## config.mk

```make
export PLATFORM = sky130hd
export DESIGN_NAME = inst_axi_fetch_master_flat
export DESIGN_NICKNAME = d
export VERILOG_FILES = /design/src/rtl/inst_axi_fetch_master_if.sv /design/src/rtl/inst_axi_fetch_master.sv /design/src/flat_wrapper.sv
export SDC_FILE = /design/constraint.sdc
export NUM_CORES = 1
export LEC_CHECK = 0
export ABC_AREA = 1
export CAP_MARGIN = 20
export CORE_MARGIN = 4
export CORE_UTILIZATION = 32
export CTS_CLUSTER_SIZE = 28
export DETAILED_ROUTE_END_ITERATION = 7
export PLACE_DENSITY_LB_ADDON = 0.12
export SETUP_SLACK_MARGIN = 0.5
export SKIP_CTS_REPAIR_TIMING = 1
export SLEW_MARGIN = 20
export SYNTH_ARGS = -nofsm -noshare
export SYNTH_HDL_FRONTEND = slang
export SYNTH_SLANG_ARGS = --single-unit
```

## constraint.sdc

```tcl
create_clock -name clk -period 2.26 [get_ports clk]
set_clock_uncertainty 0.15 [all_clocks]
set_input_delay 0.565 -clock clk [delete_from_list [all_inputs] [get_ports clk]]
set_output_delay 0.565 -clock clk [all_outputs]
set_load 0.05 [all_outputs]
```

## src/rtl/inst_axi_fetch_master_if.sv

```systemverilog
// AXI-Lite read channel (AR + R) between the fetch master and the instruction ROM.
// Pure wiring; handshake timing is owned by the master and the slave.
interface inst_axi_fetch_master_if #(
  parameter int ADDR_W = 32,
  parameter int DATA_W = 32
);
  logic [ADDR_W-1:0] araddr;
  logic              arvalid;
  logic              arready;
  logic [DATA_W-1:0] rdata;
  logic              rvalid;
  logic              rready;

  modport master (output araddr, arvalid, rready, input arready, rdata, rvalid);
  modport slave  (input araddr, arvalid, rready, output arready, rdata, rvalid);
endinterface

```

## src/rtl/inst_axi_fetch_master.sv

```systemverilog
// Fetch-request to single AXI-Lite read; if_valid 4 cycles after if_req with a 1-cycle slave.
// Stalls the pipeline while a read is outstanding; flushed reads are drained, never dropped.
module inst_axi_fetch_master #(
  parameter int ADDR_W = 32,
  parameter int DATA_W = 32
) (
  input  logic                       clk,
  input  logic                       rst,
  input  logic                       if_req,
  input  logic [ADDR_W-1:0]          if_addr,
  input  logic                       flush,
  output logic                       if_stall,
  output logic [DATA_W-1:0]          if_inst,
  output logic                       if_valid,
  output logic                       if_err,
  inst_axi_fetch_master_if.master    axi
);

  typedef enum logic [1:0] {IDLE, AR, R, DISCARD} state_t;

  state_t            state, state_n;
  logic              flush_pend, flush_pend_n;
  logic [ADDR_W-1:0] araddr_n;
  logic              arvalid_n, rready_n;
  logic [DATA_W-1:0] if_inst_n;
  logic              if_valid_n, if_err_n;
  logic              launch;

  // The if_valid/if_err cycle blocks a relaunch, giving the mandatory idle gap.
  assign launch   = if_req & ~flush & ~if_valid & ~if_err;
  assign if_stall = (state != IDLE) | launch;

  always_comb begin
    state_n      = state;
    flush_pend_n = flush_pend;
    araddr_n     = axi.araddr;
    arvalid_n    = axi.arvalid;
    rready_n     = axi.rready;
    if_inst_n    = if_inst;
    if_valid_n   = 1'b0;
    if_err_n     = 1'b0;
    case (state)
      IDLE: begin
        if (launch) begin
          if (if_addr[1:0] == 2'b00) begin
            araddr_n  = if_addr;
            arvalid_n = 1'b1;
            state_n   = AR;
          end else begin
            if_err_n = 1'b1;
          end
        end
      end
      AR: begin
        // arvalid must stay up once raised; a flush only marks the response for draining.
        if (flush) flush_pend_n = 1'b1;
        if (axi.arready) begin
          arvalid_n = 1'b0;
          rready_n  = 1'b1;
          state_n   = (flush_pend | flush) ? DISCARD : R;
        end
      end
      R: begin
        if (axi.rvalid) begin
          rready_n = 1'b0;
          state_n  = IDLE;
          if (!flush) begin
            if_inst_n  = axi.rdata;
            if_valid_n = 1'b1;
          end
        end else if (flush) begin
          flush_pend_n = 1'b1;
          state_n      = DISCARD;
        end
      end
      DISCARD: begin
        if (axi.rvalid) begin
          rready_n     = 1'b0;
          flush_pend_n = 1'b0;
          state_n      = IDLE;
        end
      end
      default: state_n = IDLE;
    endcase
  end

  always_ff @(posedge clk) begin
    if (rst) begin
      state       <= IDLE;
      flush_pend  <= 1'b0;
      axi.araddr  <= '0;
      axi.arvalid <= 1'b0;
      axi.rready  <= 1'b0;
      if_inst     <= '0;
      if_valid    <= 1'b0;
      if_err      <= 1'b0;
    end else begin
      state       <= state_n;
      flush_pend  <= flush_pend_n;
      axi.araddr  <= araddr_n;
      axi.arvalid <= arvalid_n;
      axi.rready  <= rready_n;
      if_inst     <= if_inst_n;
      if_valid    <= if_valid_n;
      if_err      <= if_err_n;
    end
  end

endmodule

```

## src/flat_wrapper.sv

```systemverilog
// flat-port wrapper written by rule: the top's interface ports become plain ports
module inst_axi_fetch_master_flat 
#(
  parameter int ADDR_W = 32,
  parameter int DATA_W = 32
)
  (clk, rst, if_req, if_addr, flush, if_stall, if_inst, if_valid, if_err, axi_araddr, axi_arvalid, axi_rready, axi_arready, axi_rdata, axi_rvalid);
  inst_axi_fetch_master_if #(.ADDR_W(ADDR_W), .DATA_W(DATA_W)) axi_i ();
  input  logic clk;
  input  logic rst;
  input  logic if_req;
  input  logic [ADDR_W-1:0] if_addr;
  input  logic flush;
  output logic if_stall;
  output logic [DATA_W-1:0] if_inst;
  output logic if_valid;
  output logic if_err;
  output wire logic [$bits(axi_i.araddr)-1:0] axi_araddr;
  output wire logic [$bits(axi_i.arvalid)-1:0] axi_arvalid;
  output wire logic [$bits(axi_i.rready)-1:0] axi_rready;
  input wire logic [$bits(axi_i.arready)-1:0] axi_arready;
  input wire logic [$bits(axi_i.rdata)-1:0] axi_rdata;
  input wire logic [$bits(axi_i.rvalid)-1:0] axi_rvalid;
  assign axi_araddr = axi_i.araddr;
  assign axi_arvalid = axi_i.arvalid;
  assign axi_rready = axi_i.rready;
  assign axi_i.arready = axi_arready;
  assign axi_i.rdata = axi_rdata;
  assign axi_i.rvalid = axi_rvalid;
  inst_axi_fetch_master #(.ADDR_W(ADDR_W), .DATA_W(DATA_W)) u_core (.clk(clk), .rst(rst), .if_req(if_req), .if_addr(if_addr), .flush(flush), .if_stall(if_stall), .if_inst(if_inst), .if_valid(if_valid), .if_err(if_err), .axi(axi_i));
endmodule
```

* Yosys cells after proc, flatten, opt, wreduce, memory -nomap -nowiden
Index checks and enable logic that the tools add are counted.
** Cells by class
- Add/subtract/negate cells :: 0
- Multipliers :: 0
- Div/mod/pow operators :: 0
- Magnitude comparators :: 0
- Eq/ne operators :: 10
- Shift-type cells :: 0
- Mux-type cells :: 20
- Bitwise gates (word level) :: 12
- Reductions and logical operators :: 15
** Operators with widths (number)
- $mux 2 :: 6
- $reduce_and 3->1 :: 4
- $mux 1 :: 10
- $pmux 2 s4 :: 1
- $not 1->1 :: 7
- $ne 2x1->1 const B :: 3
- $ne 2x2->1 const B :: 3
- $reduce_bool 2->1 :: 3
- $reduce_or 3->1 :: 2
- $reduce_and 5->1 :: 1
- $eq 2x2->1 const B :: 2
- $logic_not 2->1 :: 2
- $pmux 1 s2 :: 2
- $reduce_and 4->1 :: 1
- $and 1x1->1 :: 3
- $ne 3x3->1 const B :: 1
- $pmux 1 s3 :: 1
- $reduce_bool 3->1 :: 1
- $eq 2x1->1 const B :: 1
- $or 1x1->1 :: 2
- $reduce_or 2->1 :: 1
** Word-level totals
- Register bits after elaboration :: 71
- Latch bits :: 0
- Memory bits (writable) :: 0
- Bits in read-only memories :: 0
- Bits of input ports :: 70
- Output and inout bits :: 69
- Logic and storage cells :: 65
- Memories kept :: 0

* Longest topological paths before layout
Gate-level depths: netlist of run 1.
- Depth after elaboration :: 6
- Mapped depth :: 8
- Depth with buffers taken out :: 7

* Worst setup path before layout of run 1
No wires, ideal clock.
- Kind :: register -> output
- Start point :: register u_core.if_valid
- End point :: output if_stall
- Data arrival time :: 1.191 ns
- Required time :: 1.545 ns
- Slack :: 0.354 ns
- Stages on the path, launching flop included :: 4
- Buffers on the path :: 0
- Cell sequence :: dfxtp_1 > nor2_1 > nand2_2 > nand2_1
** Between the ends
- Longest elaborated chain between the ends :: 4
** Ends and longest elaborated chain
- start, declared :: line inst_axi_fetch_master.sv:14 : output logic if_valid,
- start signal, assigned :: line inst_axi_fetch_master.sv:104 : if_valid <= if_valid_n;
- $not 1->1 :: line inst_axi_fetch_master.sv:30 : assign launch = if_req & ~flush & ~if_valid & ~if_err;
- $and 1x1->1 (2 in a row) :: line inst_axi_fetch_master.sv:30
- $or 1x1->1 :: line inst_axi_fetch_master.sv:31 : assign if_stall = (state != IDLE) | launch;
- end, declared :: line flat_wrapper.sv:14 : output logic if_stall;
No other way between the ends.

* Worst setup path after layout of run 1
- Start point :: register u_core.if_inst[15]
- End point :: output if_inst[15]
** RTL lines
- start, declared :: line inst_axi_fetch_master.sv:13 : output logic [DATA_W-1:0] if_inst,
- start signal, assigned :: line inst_axi_fetch_master.sv:103 : if_inst <= if_inst_n;
- end, declared :: line flat_wrapper.sv:15 : output logic [DATA_W-1:0] if_inst;
No word-level cell between the ends.

==> key figures, run 1 <==
Status
  – Outcome: finished, final reports clean

Clock tree
  – Clk sinks: 71
  – Worst-path clk slew: 80 ps
  – Num CTS Buffers: 9
  – Number of H-tree levels: 3
  – CTS Buffer Depth: 2
  – Insertion delay of the later-clocked pin in the worst-skew pair: 340 ps
  – CTS tree: yes
  – CTS root buffer: sky130_fd_sc_hd__clkbuf_8

Layout
  – Area growth syn-to-layout: 60.1%
  – Area occupied by registers: 1430 um^2
  – Layout Nets: 555
  – Share of post-route cells with drive strength above 1: 0.253
  – Count of fill cells added during filler insertion: 788
  – Total area of multi-input combinational cells: 1040 um^2
  – Finished layout cell area: 4150 um^2
  – Fin cells: 592
  – Antenna fix cells: 0

Drt
  – Sum of routed wire segments on met1: 3720 um
  – Number of design-rule violations left by the first detailed-router iteration: 113
  – Detailed-routed wire length on met2: 3690 um
  – Detailed-route wire length per cell: 13.7 um
  – Highest signal layer in the routed design: met4
  – Vias per std cell: 4.51
  – Met3 layer wire length in the routed design: 578 um
  – Total wire length after detailed routing: 8100 um
  – Post-route antenna net violation count: 0
  – TritonRoute pass-1 iters: 4
  – Number of remaining DRC errors: 0
  – Routed via count: 2670

Worst setup path
  – Kind of start point of the critical path: register
  – Arrival time at the worst endpoint: 1090 ps
  – Maximum fanout along the worst path: 2
  – Slowest-stage cell, CP: sky130_fd_sc_hd__dlymetal6s2s_1
  – Cell breakdown of the critical path: dlymetal6s2s_1
  – CP Capture Type: primary output
  – Data required time at the worst endpoint: 1540 ps
  – Sum of buffers and inverters on the critical path: 1
  – Peak per-stage delay on the critical path: 430 ps
  – Type of the setup path with the least slack: register to primary output
  – Cell class contributing the biggest share of worst-path delay: buffers and inverters

Global route
  – Number of global-route vias before repair: 2610
  – Total routing resource utilization after global routing: 0.160
  – Total grt overflow: 0
  – Global-route wire length before repair: 12500 um
  – Largest net degree at the start of global routing: 38
  – Initial antenna violation count: 0

Pwr
  – Max VDD drop: 0.295 mV
  – Pleak: 1.86 nW
  – Power per cell area: 650 nW/um^2

Placement
  – Pre-CTS setup slack: -31.5 ps
  – Final Wtd Congestion: 0.829
  – HPWL Detailed: 5370 um
  – Total cell area at the placement stage: 4090 um^2
  – Port bufs: 138
  – Number of cells after detailed placement: 565

Synthesis
  – Number of unique standard cell types used by synthesis: 19
  – Cell count after synthesis: 335
  – Most frequent cells after synthesis: sky130_fd_sc_hd__nor2_1, sky130_fd_sc_hd__dfxtp_1, sky130_fd_sc_hd__nand2_1
  – YS warnings: 0
  – Syn Nets: 405
  – Area share of the largest cell type after synthesis: 0.549
  – Number of synthesized flops with an enable pin: 0
  – Synth Cell Area: 2590 um^2
  – Mean area per synthesized cell: 7.73 um^2
  – Largest area contributor in the netlist: sky130_fd_sc_hd__dfxtp_1
  – Commonest register cell after synthesis: sky130_fd_sc_hd__dfxtp_1
  – Top post-synthesis cells by area: sky130_fd_sc_hd__dfxtp_1, sky130_fd_sc_hd__nor2_1, sky130_fd_sc_hd__nand2_1, sky130_fd_sc_hd__a21oi_1, sky130_fd_sc_hd__o21ai_0
  – Sequential share of the synthesized area: 0.549
  – Fraction of registers with async set/reset: 0
  – Most frequent cell after synthesis: sky130_fd_sc_hd__nor2_1
  – Yosys reg bits: 71

Floorplanning
  – Core box area: 7810 um^2
  – Die area: 9590 um^2
  – Std-Cell Rows: 32
  – X dimension of the die: 97.9 um
  – Starting Density: 0.332
  – Top-Level Pins: 139
  – Floorplan die height: 97.9 um

STA
  – RSZ-0062 raised after global routing: yes
  – Shortest period the worst path allows: 1810 ps
  – Post-layout worst setup margin: 451 ps
  – Final number of setup-violating endpoints: 0
  – Rel. slew slack: 0.651
  – Final Max Tran Viols: 0
  – Fmax: 0.553 GHz
  – Final Hold Viols: 0
  – Post-route fraction of the period consumed by the critical path: 0.800
  – Tightest Pin Transition: 522 ps

Worst hold path
  – Hold Path Class: register to register

Flow run
  – Maximum Capacitance Violations: 0
==> metal layers <==
layer  vias to the layer above  track usage
li1                       1367            -
met1                      1204        0.203
met2                        90        0.243
met3                         9       0.0557
met4                         0       0.0745
met5                         -            0
==> state kept, by name, indices dropped and copies added (netlist names) <==
signal              cells
u_core.axi.araddr      32
u_core.if_inst         32
u_core.state            2
u_core.axi.arvalid      1
u_core.axi.rready       1
u_core.flush_pend       1
u_core.if_err           1
u_core.if_valid         1
==> worst paths after layout <==
kind	slack [ps]	from	endpoint	depth (start not counted)
worst min-delay path	300	u_core.axi.araddr[0]	u_core.axi.araddr[0]	2
worst min register to register	300	u_core.axi.araddr[0]	u_core.axi.araddr[0]	2
worst max-delay path	450	u_core.if_inst[15]	if_inst[15]	1
worst max register to register	580	u_core.if_valid	u_core.axi.araddr[25]	8
==> worst min-delay path, cell delays in order (launching register included) <==
cell                      delay, ps
sky130_fd_sc_hd__dfxtp_1        320
sky130_fd_sc_hd__nand2_1         60
sky130_fd_sc_hd__nor2_1          40
==> cell families (layout without fill, tap and decap cells) <==
logic type             Yosys count  in the layout  share of synthesized area
and+or+nand+nor                157            157                      0.244
AOI/OAI and AO/OA               74             74                      0.146
DFF                             71             71                      0.549
buffers and inverters           33            188                     0.0609
==> report_power, final <==
part / internal [mW] / leakage (nW) / total (mW) / switching, mW
combinational: 0.196 / 1.19 / 0.405 / 0.208
sequential: 1.28 / 0.575 / 1.29 / 0.0169
clock: 0.536 / 0.100 / 0.995 / 0.459
total: 2.01 / 1.86 / 2.69 / 0.684
==> cell type report <==
class                   instances  area share
clock buffers                  12      0.0350
clock inverters                 4      0.0109
inverters                      14      0.0145
multi-input cells             231       0.251
flip-flops and latches         71       0.345
well taps                     102      0.0308
repair buffers                158       0.313
==> stage by stage <==
step	hold slack, ps	setup TNS (ps)	utilization	power, mW
after global routing	313	0	0.531	2.81
final	300	0	0.531	2.69
after floorplan	300	0	-	1.51
after detailed placement	284	-64.7	0.524	1.71
after CTS	305	0	0.548	2.70
after global placement	282	0	0.524	1.71
==> placed cells by master, fill, tap and decap left out, types with 4 or more instances in the layout <==
cell	n
sky130_fd_sc_hd__o21ai_0	30
sky130_fd_sc_hd__clkdlybuf4s50_1	66
sky130_fd_sc_hd__nor2_1	73
sky130_fd_sc_hd__clkbuf_8	10
sky130_fd_sc_hd__clkbuf_2	65
sky130_fd_sc_hd__nor2_4	4
sky130_fd_sc_hd__inv_1	10
sky130_fd_sc_hd__a21oi_1	36
sky130_fd_sc_hd__nand2_1	67
sky130_fd_sc_hd__nand2_2	6
sky130_fd_sc_hd__o21ai_1	5
sky130_fd_sc_hd__buf_12	4
sky130_fd_sc_hd__buf_4	14
sky130_fd_sc_hd__buf_6	4
sky130_fd_sc_hd__dfxtp_1	67
Power figures use the tool's default switching activity.
==> run 2: changes to the inputs <==
==> constraint.sdc (replaced) <==
create_clock -name clk -period 1.6 [get_ports clk]
set_clock_uncertainty 0.15 [all_clocks]
set_input_delay 0.4 -clock clk [delete_from_list [all_inputs] [get_ports clk]]
set_output_delay 0.4 -clock clk [all_outputs]
set_load 0.05 [all_outputs]
==> run 2 against run 1 <==
The run now ends with setup timing left; total power up 53%; combinational power rose by 100%; count of clock-buffer cells in the layout up 1; final area rose by 49%; clock power up 49%; flip-flop and latch count stayed put; largest cell class is now buffers.
==> key figures, run 2 (synthesis gave the netlist of run 1 again) <==
Worst setup path
  – End of the worst register-to-register path: u_core.axi.araddr[3]
  – Peak per-stage delay on the critical path: 360 ps
  – Type of the setup path with the least slack: register to primary output
  – Maximum fanout along the worst path: 4
  – Kind of start point of the critical path: register
  – Cells on worst reg2reg path: 7
  – R2R Setup Slk: -30 ps
  – Slowest-stage cell, CP: sky130_fd_sc_hd__dfxtp_4
  – Arrival time at the worst endpoint: 1130 ps
  – Data required time at the worst endpoint: 1050 ps
  – Reg-to-Reg Start: u_core.state[1]
  – Cell breakdown of the critical path: nor2_4 -> nand2_4 -> buf_12
  – CP Capture Type: primary output

Status
  – Outcome: complete, but fails checks
  – Violated checks: setup timing

Worst hold path
  – Destination of the worst hold path: u_core.axi.araddr[31]
  – Cell depth of the worst hold path: 2
  – Hold Path Class: register to register
  – Hold wc startpoint: u_core.axi.araddr[31]

Layout
  – Antenna fix cells: 0
  – Count of fill cells added during filler insertion: 471
  – Leading registers by flop count: u_core.axi.araddr: 32 flops, u_core.if_inst: 32 flops, u_core.state: 2 flops
  – Fin cells: 621
  – Total area of multi-input combinational cells: 1500 um^2
  – Area growth syn-to-layout: 138%
  – Area occupied by registers: 1540 um^2
  – Most frequent cells in the layout: sky130_fd_sc_hd__buf_12, sky130_fd_sc_hd__nor2_1, sky130_fd_sc_hd__clkdlybuf4s50_1
  – Share of post-route cells with drive strength above 1: 0.592
  – Most common library cell in the layout ignoring fill and taps: sky130_fd_sc_hd__buf_12
  – Layout Nets: 584

Clock tree
  – Num CTS Buffers: 9
  – CTS Buffer Depth: 2
  – Insertion delay of the later-clocked pin in the worst-skew pair: 340 ps
  – Number of H-tree levels: 3
  – CTS tree: yes
  – Clk sinks: 71
  – CTS root buffer: sky130_fd_sc_hd__clkbuf_8
  – Worst-path clk slew: 90 ps

Floorplanning
  – Core box area: 7810 um^2
  – Top-Level Pins: 139
  – Starting Density: 0.332
  – Floorplan die height: 97.9 um
  – Die area: 9590 um^2
  – Std-Cell Rows: 32
  – X dimension of the die: 97.9 um

Placement
  – Port bufs: 138
  – Final Wtd Congestion: 0.705
  – Pre-CTS setup slack: -364 ps
  – Number of cells after detailed placement: 571
  – HPWL Detailed: 6040 um

STA
  – Final Hold Viols: 0
  – Post-route fraction of the period consumed by the critical path: 1.05
  – Post-layout worst setup margin: -80.9 ps
  – Total negative slack for setup checks: -246 ps
  – Final Max Tran Viols: 0
  – Fmax: 0.595 GHz
  – Final-layout worst hold slack: 340 ps
  – RSZ-0062 raised after global routing: yes
  – Shortest period the worst path allows: 1680 ps
  – Final number of setup-violating endpoints: 17
  – Rel. slew slack: 0.792
  – Tightest Pin Transition: 312 ps

Global route
  – Total grt overflow: 0
  – Initial antenna violation count: 0
  – Total routing resource utilization after global routing: 0.167
  – Global-route wire length before repair: 13100 um
  – Largest net degree at the start of global routing: 38
  – Number of global-route vias before repair: 2631

Drt
  – Routed via count: 2974
  – Detailed-route wire length per cell: 16.8 um
  – Vias per std cell: 4.79
  – Post-route antenna net violation count: 0
  – TritonRoute pass-1 iters: 4
  – Number of remaining DRC errors: 0
  – Total wire length after detailed routing: 10400 um
  – Number of design-rule violations left by the first detailed-router iteration: 139

Pwr
  – Final total power: 4.13 mW
  – Power per cell area: 670 nW/um^2
  – Max VDD drop: 0.599 mV
  – Pleak: 2.62 nW

Flow run
  – Maximum Capacitance Violations: 0
## run 2: cell types whose count changed in the layout (fill, tap and decap cells not counted), moves of 8 or more
cell | before | now
sky130_fd_sc_hd__nor2_1 | 73 | 64
sky130_fd_sc_hd__dfxtp_4 | 1 | 12
sky130_fd_sc_hd__buf_4 | 14 | 28
sky130_fd_sc_hd__nand2_4 | 1 | 32
sky130_fd_sc_hd__a21oi_1 | 36 | 7
sky130_fd_sc_hd__clkbuf_2 | 65 | 0
sky130_fd_sc_hd__buf_12 | 4 | 74
sky130_fd_sc_hd__a21oi_2 | 0 | 29
sky130_fd_sc_hd__nand2_1 | 67 | 34
sky130_fd_sc_hd__dfxtp_2 | 3 | 58
sky130_fd_sc_hd__dfxtp_1 | 67 | 1
sky130_fd_sc_hd__o21ai_0 | 30 | 22
## run 2: final cells by class
class,count,area share
clock buffer,13,0.0309
clock inverter,3,0.00345
inverter,14,0.0148
multi-input combinational,231,0.244
sequential,71,0.250
tap,102,0.0207
timing repair buffer,187,0.436
## run 2: how the worst max path moves through the flow
stage | start | end | slack [ps] | cells after the start
floorplan | u_core.if_valid | if_stall | 220 | 3
global placement | axi_rvalid | u_core.if_inst[24] | -300 | 9
detailed placement | axi_rvalid | u_core.if_inst[11] | -360 | 8
CTS | if_req | if_stall | -300 | 6
global route | u_core.state[1] | if_stall | -130 | 3
finish | u_core.state[1] | if_stall | -80 | 3
## run 2: through the flow
step / utilization / cell area (um^2)
2_1_floorplan: - / 2800
3_3_place_gp: 0.638 / 4980
3_5_place_dp: 0.638 / 4980
4_1_cts: 0.665 / 5190
5_1_grt: 0.789 / 6160
6_report: 0.789 / 6160
## run 2: where the power goes
part,leakage (nW),total [mW],switching (mW),internal (mW)
clock,0.103,1.48,0.691,0.786
combinational,1.90,0.817,0.391,0.426
sequential,0.612,1.84,0.0444,1.79
total,2.62,4.13,1.13,3.00
## run 2: metal layers
layer / part of all wire / up-vias / GRT usage
met1: 0.41 / 1428 / 0.215
met4: 0.0093 / 0 / 0.0575
met3: 0.074 / 8 / 0.0564
met2: 0.51 / 106 / 0.261
met5: 0 / - / 0
li1: - / 1432 / -
## run 2: worst max-delay path: cells and delay by family (launching register included)
kind                   cells  cell delay, ps
buffers and inverters      1             150
flip-flops                 1             360
AND/OR/NAND/NOR            2             270
==> run 3: changes to the inputs <==
--- a/config.mk
+++ b/config.mk
@@ -7,10 +7,11 @@
 export LEC_CHECK = 0
 export ABC_AREA = 1
 export CAP_MARGIN = 20
-export CORE_MARGIN = 4
+export CORE_MARGIN = 3
 export CORE_UTILIZATION = 32
 export CTS_CLUSTER_SIZE = 28
 export DETAILED_ROUTE_END_ITERATION = 7
+export GPL_ROUTABILITY_DRIVEN = 0
 export PLACE_DENSITY_LB_ADDON = 0.12
 export SETUP_SLACK_MARGIN = 0.5
 export SKIP_CTS_REPAIR_TIMING = 1
==> constraint.sdc (replaced) <==
create_clock -name clk -period 1.6 [get_ports clk]
set_clock_uncertainty 0.15 [all_clocks]
set_input_delay 0.24 -clock clk [delete_from_list [all_inputs] [get_ports clk]]
set_output_delay 0.24 -clock clk [all_outputs]
set_load 0.05 [all_outputs]
==> run 3 against run 2 <==
The flow still finishes with violations (setup timing); total power rose by 3.2%; die area shrank 4.0%; utilization is 3.2 points lower; wire length fell by 13%; global-route usage rose by 0.21 points; critical path type unchanged; critical endpoint unchanged.
==> key figures, run 3 (synthesis gave the netlist of run 1 again) <==
Worst hold path
  – Hold wc startpoint: flush
  – Cell depth of the worst hold path: 5
  – Destination of the worst hold path: u_core.if_err
  – Hold Path Class: primary input to register

Layout
  – Fin cells: 612
  – Layout Nets: 575
  – Leading registers by flop count: u_core.axi.araddr: 32 flops, u_core.if_inst: 32 flops, u_core.state: 2 flops
  – Area growth syn-to-layout: 128%
  – Finished layout cell area: 5910 um^2
  – Most frequent cells in the layout: sky130_fd_sc_hd__buf_12, sky130_fd_sc_hd__clkdlybuf4s50_1, sky130_fd_sc_hd__dfxtp_2
  – Count of fill cells added during filler insertion: 546
  – Antenna fix cells: 0
  – Most common library cell in the layout ignoring fill and taps: sky130_fd_sc_hd__buf_12
  – Share of post-route cells with drive strength above 1: 0.522

Drt
  – Vias per std cell: 4.70
  – Post-route antenna net violation count: 0
  – Total wire length after detailed routing: 9060 um
  – Detailed-route wire length per cell: 14.8 um
  – Routed via count: 2876
  – Number of remaining DRC errors: 0
  – Number of design-rule violations left by the first detailed-router iteration: 54
  – TritonRoute pass-1 iters: 4

Pwr
  – Pleak: 2.32 nW
  – Max VDD drop: 0.497 mV
  – Power per cell area: 721 nW/um^2

Worst setup path
  – Peak per-stage delay on the critical path: 350 ps
  – Slowest-stage cell, CP: sky130_fd_sc_hd__dfxtp_4
  – Reg-to-Reg Start: u_core.state[1]
  – Maximum fanout along the worst path: 4
  – Data required time at the worst endpoint: 1210 ps
  – Kind of start point of the critical path: register
  – Cells on worst reg2reg path: 9
  – Type of the setup path with the least slack: register to primary output
  – Arrival time at the worst endpoint: 1220 ps
  – Cell breakdown of the critical path: nor2_4 -> nand2_2 -> buf_6 -> nand2_4 -> buf_12
  – End of the worst register-to-register path: u_core.if_inst[22]
  – R2R Setup Slk: 30 ps
  – CP Capture Type: primary output

Global route
  – Largest net degree at the start of global routing: 38
  – Total routing resource utilization after global routing: 0.169
  – Number of global-route vias before repair: 2561
  – Total grt overflow: 0
  – Global-route wire length before repair: 12200 um
  – Initial antenna violation count: 0

STA
  – Shortest period the worst path allows: 1610 ps
  – RSZ-0062 raised after global routing: yes
  – Rel. slew slack: 0.842
  – Final Max Tran Viols: 0
  – Post-route fraction of the period consumed by the critical path: 1.01
  – Post-layout worst setup margin: -10.5 ps
  – Tightest Pin Transition: 235 ps
  – Fmax: 0.621 GHz
  – Final Hold Viols: 0
  – Final-layout worst hold slack: 284 ps
  – Final number of setup-violating endpoints: 1

Clock tree
  – Num CTS Buffers: 9
  – Number of H-tree levels: 3
  – CTS Buffer Depth: 2
  – CTS root buffer: sky130_fd_sc_hd__clkbuf_8
  – Worst-path clk slew: 70 ps
  – Clk sinks: 71
  – Insertion delay of the later-clocked pin in the worst-skew pair: 330 ps
  – CTS tree: yes

Status
  – Outcome: complete, but fails checks
  – Violated checks: setup timing

Flow run
  – Maximum Capacitance Violations: 0

Floorplanning
  – Std-Cell Rows: 32
  – Floorplan die height: 95.9 um
  – X dimension of the die: 95.9 um
  – Core box area: 7810 um^2
  – Top-Level Pins: 139
  – Starting Density: 0.332
  – Die area: 9210 um^2

Placement
  – Number of cells after detailed placement: 570
  – Port bufs: 138
  – Pre-CTS setup slack: -261 ps
  – Total cell area at the placement stage: 4880 um^2
  – HPWL Detailed: 5740 um
==> run 3: routing by layer <==
layer / share of wire / vias up / GRT usage
met5: 0 / - / 0
met2: 0.52 / 100 / 0.277
met4: 0.017 / 0 / 0.0675
met1: 0.39 / 1360 / 0.201
met3: 0.080 / 12 / 0.0618
li1: - / 1404 / -
==> run 3: per-stage QoR <==
stage                     utilization  setup TNS (ps)  power (mW)
after floorplan                     -               0        2.13
after global placement          0.625           -9200        2.49
after detailed placement        0.625          -11210        2.50
after CTS                       0.656            -182        4.19
after global routing            0.757            -399        4.43
final                           0.757           -10.5        4.26
==> run 3: worst max path at each step <==
stage,depth (start not counted),start,to,slack (ps)
finish,5,u_core.if_err,if_stall,-10
global route,5,u_core.if_err,if_stall,-60
CTS,7,if_req,if_stall,-180
detailed placement,8,if_req,u_core.axi.araddr[21],-260
global placement,8,if_req,u_core.axi.araddr[24],-210
floorplan,6,u_core.if_valid,u_core.axi.araddr[12],150
==> run 3: critical path, delay by kind of cell (launching register included) <==
kind,cells,cell delay [ps]
buffers and inverters,2,270
flip-flops,1,350
AND/OR/NAND/NOR,3,270
==> run 3: final cells by class <==
| cell class | count | area (um^2) | share of cell area |
|---|---|---|---|
| flip-flops and latches | 71 | 1520 | 0.257 |
| multi-input cells | 231 | 1370 | 0.232 |
| well taps | 102 | 128 | 0.0216 |
| inverters | 14 | 62.6 | 0.0106 |
| clock buffers | 11 | 163 | 0.0275 |
| repair buffers | 178 | 2590 | 0.438 |
| clock inverters | 5 | 77.6 | 0.0131 |
==> run 3: report_power, final <==
group / switching, mW / internal, mW
Combinational: 0.346 / 0.391
Sequential: 0.0440 / 1.80
Clock: 0.667 / 1.01
